`config.mk`:
```
export PLATFORM = sky130hd
export DESIGN_NAME = device_register_sink_flat
export DESIGN_NICKNAME = d
export VERILOG_FILES = /design/src/rtl/device_register_sink_if.sv /design/src/rtl/device_register_sink.sv /design/src/flat_wrapper.sv
export SDC_FILE = /design/constraint.sdc
export NUM_CORES = 1
export LEC_CHECK = 0
export BUFFER_PORTS_ARGS = -buffer_cell sky130_fd_sc_hd__buf_2
export CORE_ASPECT_RATIO = 0.9
export CORE_UTILIZATION = 46
export DETAILED_ROUTE_END_ITERATION = 10
export SYNTH_ARGS = -nofsm -noshare
export SYNTH_HDL_FRONTEND = slang
export SYNTH_SLANG_ARGS = --single-unit
```
`constraint.sdc`:
```
create_clock -name CLK -period 3.6 [get_ports CLK]
set_input_delay 0 -clock CLK [delete_from_list [all_inputs] [get_ports CLK]]
set_output_delay 0 -clock CLK [all_outputs]
set_load 0.005 [all_outputs]
```
`src/rtl/device_register_sink_if.sv`:
```
// Register-transfer link between the device-data collector and the register sink,
// together with the sink's read port and status outputs.
interface device_register_sink_if;
   logic        TR_IN;
   logic [15:0] ADDR_IN;
   logic [31:0] DATA_IN;
   logic        TR_IN_BUSY;
   logic [15:0] RD_ADDR;
   logic [31:0] RD_DATA;
   logic        UPD;
   logic [15:0] UPD_ADDR;
   logic [7:0]  ERR_CNT;
   logic [7:0]  OVF_CNT;

   modport master (
      output TR_IN, ADDR_IN, DATA_IN, RD_ADDR,
      input  TR_IN_BUSY, RD_DATA, UPD, UPD_ADDR, ERR_CNT, OVF_CNT
   );

   modport slave (
      input  TR_IN, ADDR_IN, DATA_IN, RD_ADDR,
      output TR_IN_BUSY, RD_DATA, UPD, UPD_ADDR, ERR_CNT, OVF_CNT
   );
endinterface

```
`src/rtl/device_register_sink.sv`:
```
// Register sink: buffers write strobes in a small FIFO and drains them, one every
// three cycles, into a status register bank with a registered read port.
module device_register_sink #(
   parameter int BASE_ADDR  = 300,
   parameter int NUM_REGS   = 21,
   parameter int FIFO_DEPTH = 4
) (
   input  logic                   CLK,
   input  logic                   RESET_N,
   device_register_sink_if.slave  bus
);

   localparam int          PTR_W   = $clog2(FIFO_DEPTH);
   localparam int          CNT_W   = PTR_W + 1;
   localparam int          IDX_W   = $clog2(NUM_REGS);
   localparam logic [15:0] ADDR_LO = 16'(BASE_ADDR);
   localparam logic [15:0] ADDR_HI = 16'(BASE_ADDR + NUM_REGS);

   typedef enum logic [1:0] {
      ST_IDLE   = 2'd0,
      ST_POP    = 2'd1,
      ST_COMMIT = 2'd2
   } state_t;

   state_t             state_q, state_d;
   logic [PTR_W-1:0]   wr_ptr_q, wr_ptr_d;
   logic [PTR_W-1:0]   rd_ptr_q, rd_ptr_d;
   logic [CNT_W-1:0]   cnt_q, cnt_d;
   logic [15:0]        hold_addr_q, hold_addr_d;
   logic [31:0]        hold_data_q, hold_data_d;
   logic               upd_q, upd_d;
   logic [15:0]        upd_addr_q, upd_addr_d;
   logic [7:0]         err_cnt_q, err_cnt_d;
   logic [7:0]         ovf_cnt_q, ovf_cnt_d;
   logic [31:0]        rd_data_q, rd_data_d;
   logic [31:0]        bank_q [NUM_REGS];
   logic [31:0]        bank_d [NUM_REGS];
   logic [47:0]        fifo_mem_q [FIFO_DEPTH];

   logic               busy;
   logic               push;
   logic               pop;
   logic               bank_we;
   logic               hold_in_range;
   logic               rd_in_range;
   logic [IDX_W-1:0]   bank_idx;
   logic [IDX_W-1:0]   rd_idx;

   // Busy comes from the registered count only, so a pop in the same cycle cannot rescue a strobe.
   assign busy = (cnt_q == CNT_W'(FIFO_DEPTH));
   assign push = bus.TR_IN && !busy;

   assign hold_in_range = (hold_addr_q >= ADDR_LO) && (hold_addr_q < ADDR_HI);
   assign bank_idx      = IDX_W'(hold_addr_q - ADDR_LO);
   assign rd_in_range   = (bus.RD_ADDR >= ADDR_LO) && (bus.RD_ADDR < ADDR_HI);
   assign rd_idx        = IDX_W'(bus.RD_ADDR - ADDR_LO);

   always_ff @(posedge CLK) begin
      if (push) begin
         fifo_mem_q[wr_ptr_q] <= {bus.ADDR_IN, bus.DATA_IN};
      end
   end

   always_comb begin
      wr_ptr_d  = push ? wr_ptr_q + PTR_W'(1) : wr_ptr_q;
      rd_ptr_d  = pop  ? rd_ptr_q + PTR_W'(1) : rd_ptr_q;
      cnt_d     = cnt_q;
      ovf_cnt_d = ovf_cnt_q;
      case ({push, pop})
         2'b10:   cnt_d = cnt_q + CNT_W'(1);
         2'b01:   cnt_d = cnt_q - CNT_W'(1);
         default: cnt_d = cnt_q;
      endcase
      if (bus.TR_IN && busy && (ovf_cnt_q != 8'hFF)) begin
         ovf_cnt_d = ovf_cnt_q + 8'd1;
      end
   end

   always_comb begin
      state_d     = state_q;
      pop         = 1'b0;
      bank_we     = 1'b0;
      hold_addr_d = hold_addr_q;
      hold_data_d = hold_data_q;
      upd_d       = 1'b0;
      upd_addr_d  = upd_addr_q;
      err_cnt_d   = err_cnt_q;
      case (state_q)
         ST_IDLE: begin
            if (cnt_q != '0) state_d = ST_POP;
         end
         ST_POP: begin
            pop         = 1'b1;
            hold_addr_d = fifo_mem_q[rd_ptr_q][47:32];
            hold_data_d = fifo_mem_q[rd_ptr_q][31:0];
            state_d     = ST_COMMIT;
         end
         ST_COMMIT: begin
            if (hold_in_range) begin
               bank_we    = 1'b1;
               upd_d      = 1'b1;
               upd_addr_d = hold_addr_q;
            end else if (err_cnt_q != 8'hFF) begin
               err_cnt_d = err_cnt_q + 8'd1;
            end
            state_d = ST_IDLE;
         end
         default: state_d = ST_IDLE;
      endcase
   end

   // The read samples bank_q before this edge's commit lands, so a colliding read returns the old word.
   always_comb begin
      bank_d = bank_q;
      if (bank_we) bank_d[bank_idx] = hold_data_q;
      rd_data_d = rd_in_range ? bank_q[rd_idx] : 32'h0;
   end

   always_ff @(posedge CLK or negedge RESET_N) begin
      if (!RESET_N) begin
         state_q     <= ST_IDLE;
         wr_ptr_q    <= '0;
         rd_ptr_q    <= '0;
         cnt_q       <= '0;
         hold_addr_q <= '0;
         hold_data_q <= '0;
         upd_q       <= 1'b0;
         upd_addr_q  <= '0;
         err_cnt_q   <= '0;
         ovf_cnt_q   <= '0;
         rd_data_q   <= '0;
         for (int i = 0; i < NUM_REGS; i++) begin
            bank_q[i] <= '0;
         end
      end else begin
         state_q     <= state_d;
         wr_ptr_q    <= wr_ptr_d;
         rd_ptr_q    <= rd_ptr_d;
         cnt_q       <= cnt_d;
         hold_addr_q <= hold_addr_d;
         hold_data_q <= hold_data_d;
         upd_q       <= upd_d;
         upd_addr_q  <= upd_addr_d;
         err_cnt_q   <= err_cnt_d;
         ovf_cnt_q   <= ovf_cnt_d;
         rd_data_q   <= rd_data_d;
         bank_q      <= bank_d;
      end
   end

   assign bus.TR_IN_BUSY = busy;
   assign bus.RD_DATA    = rd_data_q;
   assign bus.UPD        = upd_q;
   assign bus.UPD_ADDR   = upd_addr_q;
   assign bus.ERR_CNT    = err_cnt_q;
   assign bus.OVF_CNT    = ovf_cnt_q;

endmodule

```
`src/flat_wrapper.sv`:
```
// flat-port wrapper written by rule: the top's interface ports become plain ports
module device_register_sink_flat 
#(
   parameter int BASE_ADDR  = 300,
   parameter int NUM_REGS   = 21,
   parameter int FIFO_DEPTH = 4
)
  (CLK, RESET_N, bus_TR_IN, bus_ADDR_IN, bus_DATA_IN, bus_RD_ADDR, bus_TR_IN_BUSY, bus_RD_DATA, bus_UPD, bus_UPD_ADDR, bus_ERR_CNT, bus_OVF_CNT);
  device_register_sink_if bus_i ();
  input  logic CLK;
  input  logic RESET_N;
  input wire logic [$bits(bus_i.TR_IN)-1:0] bus_TR_IN;
  input wire logic [$bits(bus_i.ADDR_IN)-1:0] bus_ADDR_IN;
  input wire logic [$bits(bus_i.DATA_IN)-1:0] bus_DATA_IN;
  input wire logic [$bits(bus_i.RD_ADDR)-1:0] bus_RD_ADDR;
  output wire logic [$bits(bus_i.TR_IN_BUSY)-1:0] bus_TR_IN_BUSY;
  output wire logic [$bits(bus_i.RD_DATA)-1:0] bus_RD_DATA;
  output wire logic [$bits(bus_i.UPD)-1:0] bus_UPD;
  output wire logic [$bits(bus_i.UPD_ADDR)-1:0] bus_UPD_ADDR;
  output wire logic [$bits(bus_i.ERR_CNT)-1:0] bus_ERR_CNT;
  output wire logic [$bits(bus_i.OVF_CNT)-1:0] bus_OVF_CNT;
  assign bus_i.TR_IN = bus_TR_IN;
  assign bus_i.ADDR_IN = bus_ADDR_IN;
  assign bus_i.DATA_IN = bus_DATA_IN;
  assign bus_i.RD_ADDR = bus_RD_ADDR;
  assign bus_TR_IN_BUSY = bus_i.TR_IN_BUSY;
  assign bus_RD_DATA = bus_i.RD_DATA;
  assign bus_UPD = bus_i.UPD;
  assign bus_UPD_ADDR = bus_i.UPD_ADDR;
  assign bus_ERR_CNT = bus_i.ERR_CNT;
  assign bus_OVF_CNT = bus_i.OVF_CNT;
  device_register_sink #(.BASE_ADDR(BASE_ADDR), .NUM_REGS(NUM_REGS), .FIFO_DEPTH(FIFO_DEPTH)) u_core (.CLK(CLK), .RESET_N(RESET_N), .bus(bus_i));
endmodule
```
# ---- After elaboration in Yosys (flattened, before gate mapping)
# Memory sizes are Yosys's and may differ from the RTL's. A register that Yosys moved wholly into a read port is not among the register bits.
# Index checks and enable logic that the tools add are counted.
dict set report op_classes {
  n_addsub 8
  n_lt_le_gt_ge 7
  eq_ne 8
  n_mux 15
  bitwise_logic 3
  n_reduce_logical 13
}
# operator count
set ops {}
lappend ops {{$bwmux W672} 1}
lappend ops {{$bmux W32 S5} 1}
lappend ops {{$demux W32 S5} 1}
lappend ops {{$mux W32} 4}
lappend ops {{$ge A16 B9 Y1 const B} 2}
lappend ops {{$lt A16 B9 Y1 const B} 2}
lappend ops {{$add A8 B1 Y8 const B} 2}
lappend ops {{$ne A8 B8 Y1 const B} 2}
lappend ops {{$ge A6 B6 Y1 const B} 2}
lappend ops {{$not A5 Y6} 2}
lappend ops {{$sub A5 B4 Y5 const B} 2}
lappend ops {{$logic_and A1 B1 Y1} 6}
lappend ops {{$lt A6 B1 Y1 const B} 1}
lappend ops {{$pmux W3 S2} 1}
lappend ops {{$mux W1} 5}
lappend ops {{$add A2 B1 Y2 const B} 2}
lappend ops {{$eq A2 B1 Y1 const B} 2}
lappend ops {{$eq A2 B2 Y1 const B} 2}
lappend ops {{$pmux W2 S2} 1}
lappend ops {{$add A3 B1 Y3 const B} 1}
lappend ops {{$eq A3 B3 Y1 const B} 1}
lappend ops {{$reduce_and A3 Y1} 1}
lappend ops {{$reduce_bool A3 Y1} 1}
lappend ops {{$sub A3 B1 Y3 const B} 1}
lappend ops {{7 further kinds} 8}
dict set report word_totals {
  regBits 746
  ramBits 192
  inputBits 67
  mem_count 1
}
# name words width rd rd_clocked_by_memory_dff write_ports line_no
set mem_list {}
lappend mem_list {u_core.fifo_mem_q 4 48 1 1 1 device_register_sink.sv:38} ;# logic [47:0] fifo_mem_q [FIFO_DEPTH];

# ---- Longest topological paths before layout
# Gate-level depths: netlist of run 1.
dict set report logic_depth {
  word_depth 7
  mapped_depth 10
}

# ---- Least setup slack after synthesis of run 1
# OpenSTA, ideal clock, no wires.
dict set report synth_path {
  path_type {register to register}
  from {reg u_core.hold_addr_q[2] (read register of u_core.fifo_mem_q)}
  to {reg u_core.bank_q[225] (netlist name)}
  t_arrival_ps 2348
  t_required_ps 3475
  setup_slack_ps 1128
  stages_incl_launch_ff 8
  n_path_buf 1
  period_less_slack_ps 2472
  cell_sequence {dfrtp_1 ha_1 xor2_1 nand2_1 or3_1 nor3_1 buf_2 mux2_2}
}
dict set report synth_between {
  elab_chain_cells 7
  elab_cells_between_ends 13
  cone_classes {add/sub: 1; order compare: 4; mux: 5; bitwise: 1; reduce/logical: 2}
}
# element line_no
set synth_lines {}
lappend synth_lines {{start: declaration} device_register_sink.sv:29} ;# logic [15:0] hold_addr_q, hold_addr_d;
lappend synth_lines {{$sub A5 B4 Y5} device_register_sink.sv:54} ;# assign bank_idx = IDX_W'(hold_addr_q - ADDR_LO);
lappend synth_lines {{$not A5 Y6 (not written as such)} device_register_sink.sv:115} ;# if (bank_we) bank_d[bank_idx] = hold_data_q;
lappend synth_lines {{$ge A6 B6 Y1 (not written as such) / $lt A6 B1 Y1 (equally long branches)} device_register_sink.sv:115}
lappend synth_lines {{$logic_and A1 B1 Y1 (not written as such)} device_register_sink.sv:115}
lappend synth_lines {{$mux W32 (not written as such)} device_register_sink.sv:115}
lappend synth_lines {{$demux W32 S5} device_register_sink.sv:115}
lappend synth_lines {{$bwmux W672} device_register_sink.sv:115}
lappend synth_lines {{end signal: assignment} device_register_sink.sv:147} ;# bank_q <= bank_d;
lappend synth_lines {{end: declaration} device_register_sink.sv:36} ;# logic [31:0] bank_q [NUM_REGS];
# Parallel ways exist; a longest one is shown, timed or not.
# A chain may end at the register's enable or synchronous reset.

# ---- Final worst setup path of run 1
dict set report layout_path {
  from {reg u_core.hold_addr_q[2] (read register of u_core.fifo_mem_q)}
  to {reg u_core.bank_q[177] (netlist name)}
}
# The elaborated chain is that of the path after synthesis.

==> results.yml, run 1 <==
worst_setup_path:
  cp-start-kind: "flop"
  cp-end-kind: "flop"
  cpPeakStageDelay_ns: 0.50
  cp_cell_sequence: "inv_1 -> ha_1 -> nand3_1 -> or3_1 -> or3_2 -> buf_4 -> mux2_2"
  worstSetupPathType: "reg2reg"
  critPathSlowestCell: "ha_1"
  worstPathArrival_ns: 3.55
  crit_buf_inv: 2
  cpLargestDelayFamily: "simple AND/OR/NAND/NOR gates"
  path_max_fanout: 32
  required_ns: 4.14
die:
  dieHeight_um: 288.8
  die_w_um: 320.7
  rows: 104
  start_util: 0.4670
  core_area_sq_um: 90050
  die_area_sq_um: 92630
  ios: 133
sta:
  clock_skew_ns: 0.02438
  hold_viol: 0
  finalCritPeriodShare: 0.8360
  slew_viol_final: 0
  final.setup.worst_slack_ns: 0.5904
  rsz0062_at_grt: "no"
  max_freq_ghz: 0.3323
  worst_pin_slew_ns: 0.9937
  slew_headroom: 0.3375
  setup_viol_count_final: 0
  hold_ws_ns: 0.04378
  fin_crit_ns: 3.010
  setup_tns_ns: 0
detailed_routing:
  via_per_inst: 5.732
  drt-pass1-iter-count: 5
  wl_per_cell_um: 24.87
  vias: 22740
  drt_iter0_drc: 1332
  ant_nets: 0
  drc: 0
  wirelength_mm: 98.64
synthesis:
  synth_enable_flop_cells: 192
  ys_types: 50
  ys_top_cells_by_area: "dfrtp_1, mux2_2, edfxtp_1"
  synth_seq_cells: 986
  avgSynthCellArea_sq_um: 16.64
  yosysWarnings: 0
  syn_area_sq_um: 42050
  synthCells: 2527
  synthTopCellsByCount: "dfrtp_1, mux2_2, mux4_2"
  synth_flop_cell: "dfrtp_1"
  yosys.area.top_type: "dfrtp_1"
  yosysMostFrequentCell: "dfrtp_1"
  async_reset_ff_frac: 0.8053
  syn_nets: 2606
  synth-seq-area-share: 0.6096
  yosys.area.top_type_share: 0.4725
final_layout:
  n_antenna_cell: 0
  drive_above_1_share: 0.4527
  area_delta_synth_final_pct: 14.69
  layout.cells.non_filler: 3967
  final_util: 0.5356
  stdcell_area_sq_um: 48230
  nets: 2741
global_routing:
  grt_pass1_vias: 24880
  grt.total_usage: 0.2200
  grt_overflow: 0
  grt_pass1_wl_mm: 153.9
  grt_start_max_net_pins: 119
  grt_antenna_before_repair: 2
placement:
  dp_cells: 3723
  port_buffers: 132
  dpl_cell_area_sq_um: 44230
  place_hpwl_mm: 56.47
  place_ws_ns: 0.6356
  place_congestion: 0.7774
power:
  p_leak_nw: 22.06
  vdd_drop_max_mv: 0.5144
  total_power_mw: 27.90
  power.density_nw_per_um2: 578.5
clocking:
  post_cts_buffers: 0
  clockBufferDepth: 3
  root_buffer: "clkbuf_16"
  cts_resized: 0
  path_clk_slew_ns: 0.06
  cts_sinks: 986
  cts_tree: "done"
  htree_levels: 3
  clock_latency_ns: 0.68
  cts_made_buffers: 102
worst_hold_path:
  hold_path_class: "in2reg"
status:
  status: "complete, no violations"
flow_run:
  maxCapViolations: 0
final timing paths:
check	from	endpoint	slack [ns]	depth (start not counted)
worst max-delay path	u_core.hold_addr_q[2]$_DFFE_PN0P_	u_core.bank_q[177]$_DFFE_PN0P_	0.59	7
worst min-delay path	bus_RD_ADDR[5]	u_core.bus.RD_DATA[30]$_DFF_PN0_	0.04	4
worst max register to register	u_core.hold_addr_q[2]$_DFFE_PN0P_	u_core.bank_q[177]$_DFFE_PN0P_	0.59	7
worst min register to register	u_core.bus.UPD_ADDR[8]$_DFFE_PN0P_	u_core.bus.UPD_ADDR[8]$_DFFE_PN0P_	0.47	1
max in group asynchronous	RESET_N	u_core.bank_q[41]$_DFFE_PN0P_	2.89	3
min in group asynchronous	RESET_N	u_core.bank_q[245]$_DFFE_PN0P_	0.12	3
sequential cells by signal, indices dropped and copies added, names as in the netlist:
name / count
u_core.bus.RD_DATA: 32
u_core.state_q: 2
u_core.hold_addr_q: 16
u_core.hold_data_q: 32
u_core.rd_ptr_q: 2
u_core.bus.OVF_CNT: 8
u_core.cnt_q: 3
u_core.bus.ERR_CNT: 8
u_core.bus.UPD: 1
u_core.bank_q: 672
u_core.bus.UPD_ADDR: 16
u_core.fifo_mem_q: 192
u_core.wr_ptr_q: 2
power by group:
group / switching [mW] / total, mW / leakage (nW) / internal [mW]
Combinational: 1.67 / 3.24 / 7.64 / 1.57
Clock: 4.30 / 10.7 / 1.70 / 6.39
Sequential: 1.73 / 14.0 / 12.7 / 12.2
timing repair:
item                                    CTS  global route
endpoints found under the setup margin    0             0
hold buffers                             54             0
hold endpoints to repair                771             0
worst reg2reg max path, stage by stage, from the launching register on:
cell and delay (ns):
dfrtp_1 0.46, inv_1 0.12, ha_1 0.50, nand3_1 0.16, or3_1 0.44, or3_2 0.45, buf_4 0.35, mux2_2 0.40
layer usage:
| metal | track usage | share of wire | up-vias |
|---|---|---|---|
| li1 | - | - | 9719 |
| met2 | 0.3537 | 0.48 | 444 |
| met3 | 0.03740 | 0.042 | 149 |
| met4 | 0.05562 | 0.022 | 0 |
| met1 | 0.3133 | 0.46 | 12430 |
| met5 | 0 | 0 | - |
cells in the final DEF, fill, tap and decap left out, types with 41 or more instances in the layout:
cell type	netlist	routed
mux2_1	108	108
nor2_1	44	41
edfxtp_1	192	192
buf_2	67	128
dfrtp_1	794	792
mux4_2	207	207
buf_4	0	42
clkbuf_16	0	105
dlygate4sd3_1	0	53
mux2_2	643	643
cell families (layout without fill, tap and decap cells):
kind of cell	after synthesis	count (layout)	synth area share
compound gates	120	120	0.01797
xor+xnor	23	23	0.004791
fa+ha+maj	12	12	0.003749
buf+inv	237	458	0.02476
flops	986	986	0.6096
mux	989	989	0.3193
simple gates	160	160	0.01979
cell type report:
cell class,count,area [sq um]
Fill cell,7222,41820
Sequential cell,986,25640
Multi-Input combinational cell,1304,15510
Clock buffer,162,3102
Timing Repair Buffer,252,2056
Tap cell,1219,1525
Clock inverter,28,340.3
Inverter,16,60.06
(Power assumes the default switching activity.)
==> run 2, diff against run 1 <==
ABC_AREA = 1   (was default)
clock period = 2.9 ns   (was 3.6 ns; I/O delays follow)
==> results.yml, run 2 <==
final_layout:
  regMostFlops: "u_core.bank_q"
  top_regs: "u_core.bank_q x672, u_core.fifo_mem_q x192"
  area_delta_synth_final_pct: 13.24
  nFillCells: 9470
  drive_above_1_share: 0.09262
  nets: 5584
  final_common_cell: "nand2_1"
  layout.cells.non_filler: 6937
  n_antenna_cell: 0
  largest_reg_flops: 672
  layout_common_cells: "nand2_1, dfrtp_1, nand4_1"
clocking:
  clock_latency_ns: 0.71
  cts_resized: 0
  htree_levels: 3
  clockBufferDepth: 3
  path_clk_slew_ns: 0.06
  cts_sinks: 986
  post_cts_buffers: 0
  cts_made_buffers: 106
  cts_tree: "done"
  hold_buffers: 65
  root_buffer: "clkbuf_16"
die:
  start_util: 0.4658
  rows: 110
  core_area_sq_um: 100500
  ios: 133
  die_area_sq_um: 103000
  dieHeight_um: 304.6
  die_w_um: 338.2
global_routing:
  grt_antenna_before_repair: 1
  grt_pass1_wl_mm: 239.5
  grt.total_usage: 0.2955
  grt_overflow: 0
  grt_start_max_net_pins: 98
  grt_pass1_vias: 38650
synthesis:
  ys_types: 38
  yosysWarnings: 0
  yosysMostFrequentCell: "nand2_1"
  async_reset_ff_frac: 0.8053
  syn_nets: 5663
  synth_enable_flop_cells: 192
  synth_flop_cell: "dfrtp_1"
  avgSynthCellArea_sq_um: 8.381
  yosys.area.top_type_share: 0.4246
  yosys.area.top_type: "dfrtp_1"
  synthCells: 5584
  syn_area_sq_um: 46800
  synth_seq_cells: 986
  synthTopCellsByCount: "nand2_1, dfrtp_1, nand4_1"
  ys_top_cells_by_area: "dfrtp_1, nand2_1, edfxtp_1"
  synth-seq-area-share: 0.5478
sta:
  clock_skew_ns: 0.02604
  worst_pin_slew_ns: 1.285
  setup_tns_ns: 0
  finalCritPeriodShare: 0.9411
  max_freq_ghz: 0.3664
  fin_crit_ns: 2.729
  rsz0062_at_grt: "no"
  slew_viol_final: 0
  setup_viol_count_final: 0
  hold_viol: 0
  slew_headroom: 0.1431
power:
  vdd_drop_max_mv: 0.8472
  p_int_mw: 25.47
  switchingPower_mw: 15.90
  p_clk_frac: 0.336
  power.density_nw_per_um2: 780.7
  p_comb_frac: 0.246
  total_power_mw: 41.37
  p_seq_frac: 0.418
  switching_share: 0.3842
  p_leak_nw: 25.42
detailed_routing:
  wirelength_mm: 153.6
  drt-pass1-iter-count: 9
  via_per_inst: 5.875
  ant_nets: 0
  drc: 0
  vias: 40750
  wl_per_cell_um: 22.14
  drt_iter0_drc: 4242
worst_setup_path:
  cp-end-kind: "flop"
  cp-start-kind: "input pin"
  r2r_slack_ns: 0.43
  worstSetupPathType: "in2reg"
  worstPathArrival_ns: 3.37
  ff2ff_path_depth: 7
  path_max_fanout: 62
  required_ns: 3.54
placement:
  place_congestion: 0.8236
  port_buffers: 132
  dp_cells: 6676
  place_hpwl_mm: 84.81
worst_hold_path:
  hold_path_depth: 2
  hold_path_class: "in2reg"
flow_run:
  maxCapViolations: 0
status:
  status: "complete, no violations"
-- run 2: cell count changes after synthesis, sizes merged, moves of 35 or more --
cell / before / now
a31oi: 2 / 37
buf: 97 / 316
clkbuf: 124 / 231
inv: 16 / 57
mux2: 751 / 3
mux4: 207 / 0
nand2: 37 / 2046
nand3: 12 / 490
nand4: 4 / 694
nor2: 44 / 420
o21ai: 13 / 187
-- run 2: per-stage QoR --
step	setup WS, ns	hold slack, ns	cell area, sq um	utilization
floorplan	-0.2561	-0.2956	46800	-
CTS	0.1985	0.001320	52990	0.5275
global route	0.08100	0.02765	52990	0.5275
detailed placement	0.4092	-0.03057	48760	0.4853
finish	0.1709	0.04744	52990	0.5275
global placement	0.4113	-0.02961	48760	0.4853
-- run 2: final timing paths --
kind | end | startpoint
min in group asynchronous | u_core.bank_q[214]$_DFFE_PN0P_ | RESET_N
max in group asynchronous | u_core.bank_q[488]$_DFFE_PN0P_ | RESET_N
setup reg to reg | u_core.bus.ERR_CNT[7]$_DFFE_PN0P_ | u_core.state_q[1]$_DFFE_PN0P_
hold reg to reg | u_core.bank_q[40]$_DFFE_PN0P_ | u_core.bank_q[40]$_DFFE_PN0P_
hold / removal | u_core.fifo_mem_q[0][7]$_DFFE_PP_ | bus_DATA_IN[7]
setup / recovery | u_core.bus.RD_DATA[30]$_DFF_PN0_ | bus_RD_ADDR[1]
-- run 2: per-layer routing --
layer,routed length (um),GRT usage,vias up,part of all wire
met5,0,0,-,0
met4,3856,0.08520,0,0.025
li1,-,-,18670,-
met1,67100,0.4278,19980,0.44
met3,12220,0.04004,270,0.080
met2,70400,0.4632,1840,0.46
-- run 2: final cells by class --
cell class	count	area [sq um]	share of cell area
clock inverter	39	498.0	0.009397
tap	1344	1682	0.03173
clock buffer	157	3074	0.05801
inverter	59	241.5	0.004557
multi-input combinational	3992	18410	0.3474
timing repair buffer	360	3450	0.06509
sequential	986	25640	0.4838
-- run 2: cells by family after synthesis --
group / Yosys count / synth area share
buffers and inverters: 606 / 0.06069
AO/OA/AOI/OAI: 303 / 0.03388
adder cells (fa/ha/maj): 12 / 0.003369
multiplexers: 3 / 0.0007218
XOR/XNOR: 19 / 0.003556
flip-flops: 986 / 0.5478
AND/OR/NAND/NOR: 3655 / 0.3500
-- run 2: worst max-delay path: stages --
cell and delay (ns):
dlygate4sd3_1 0.55, buf_6 0.22, inv_6 0.55, buf_12 0.32, nand3_1 0.11, nand3_1 0.14
nand2_1 0.08, nand2_1 0.05, dlygate4sd3_1 0.54, nand2_1 0.05, a21boi_0 0.15, dlygate4sd3_1 0.57
-- run 2: power by group through the flow --
stage / sequential [mW] / combinational (mW) / clock, mW
floorplan: 15.9 / 7.10 / 0
global placement: 17.4 / 9.94 / 0
detailed placement: 17.4 / 9.99 / 0
CTS: 17.2 / 10.1 / 14.1
global route: 17.4 / 10.8 / 14.6
finish: 17.3 / 10.2 / 13.9
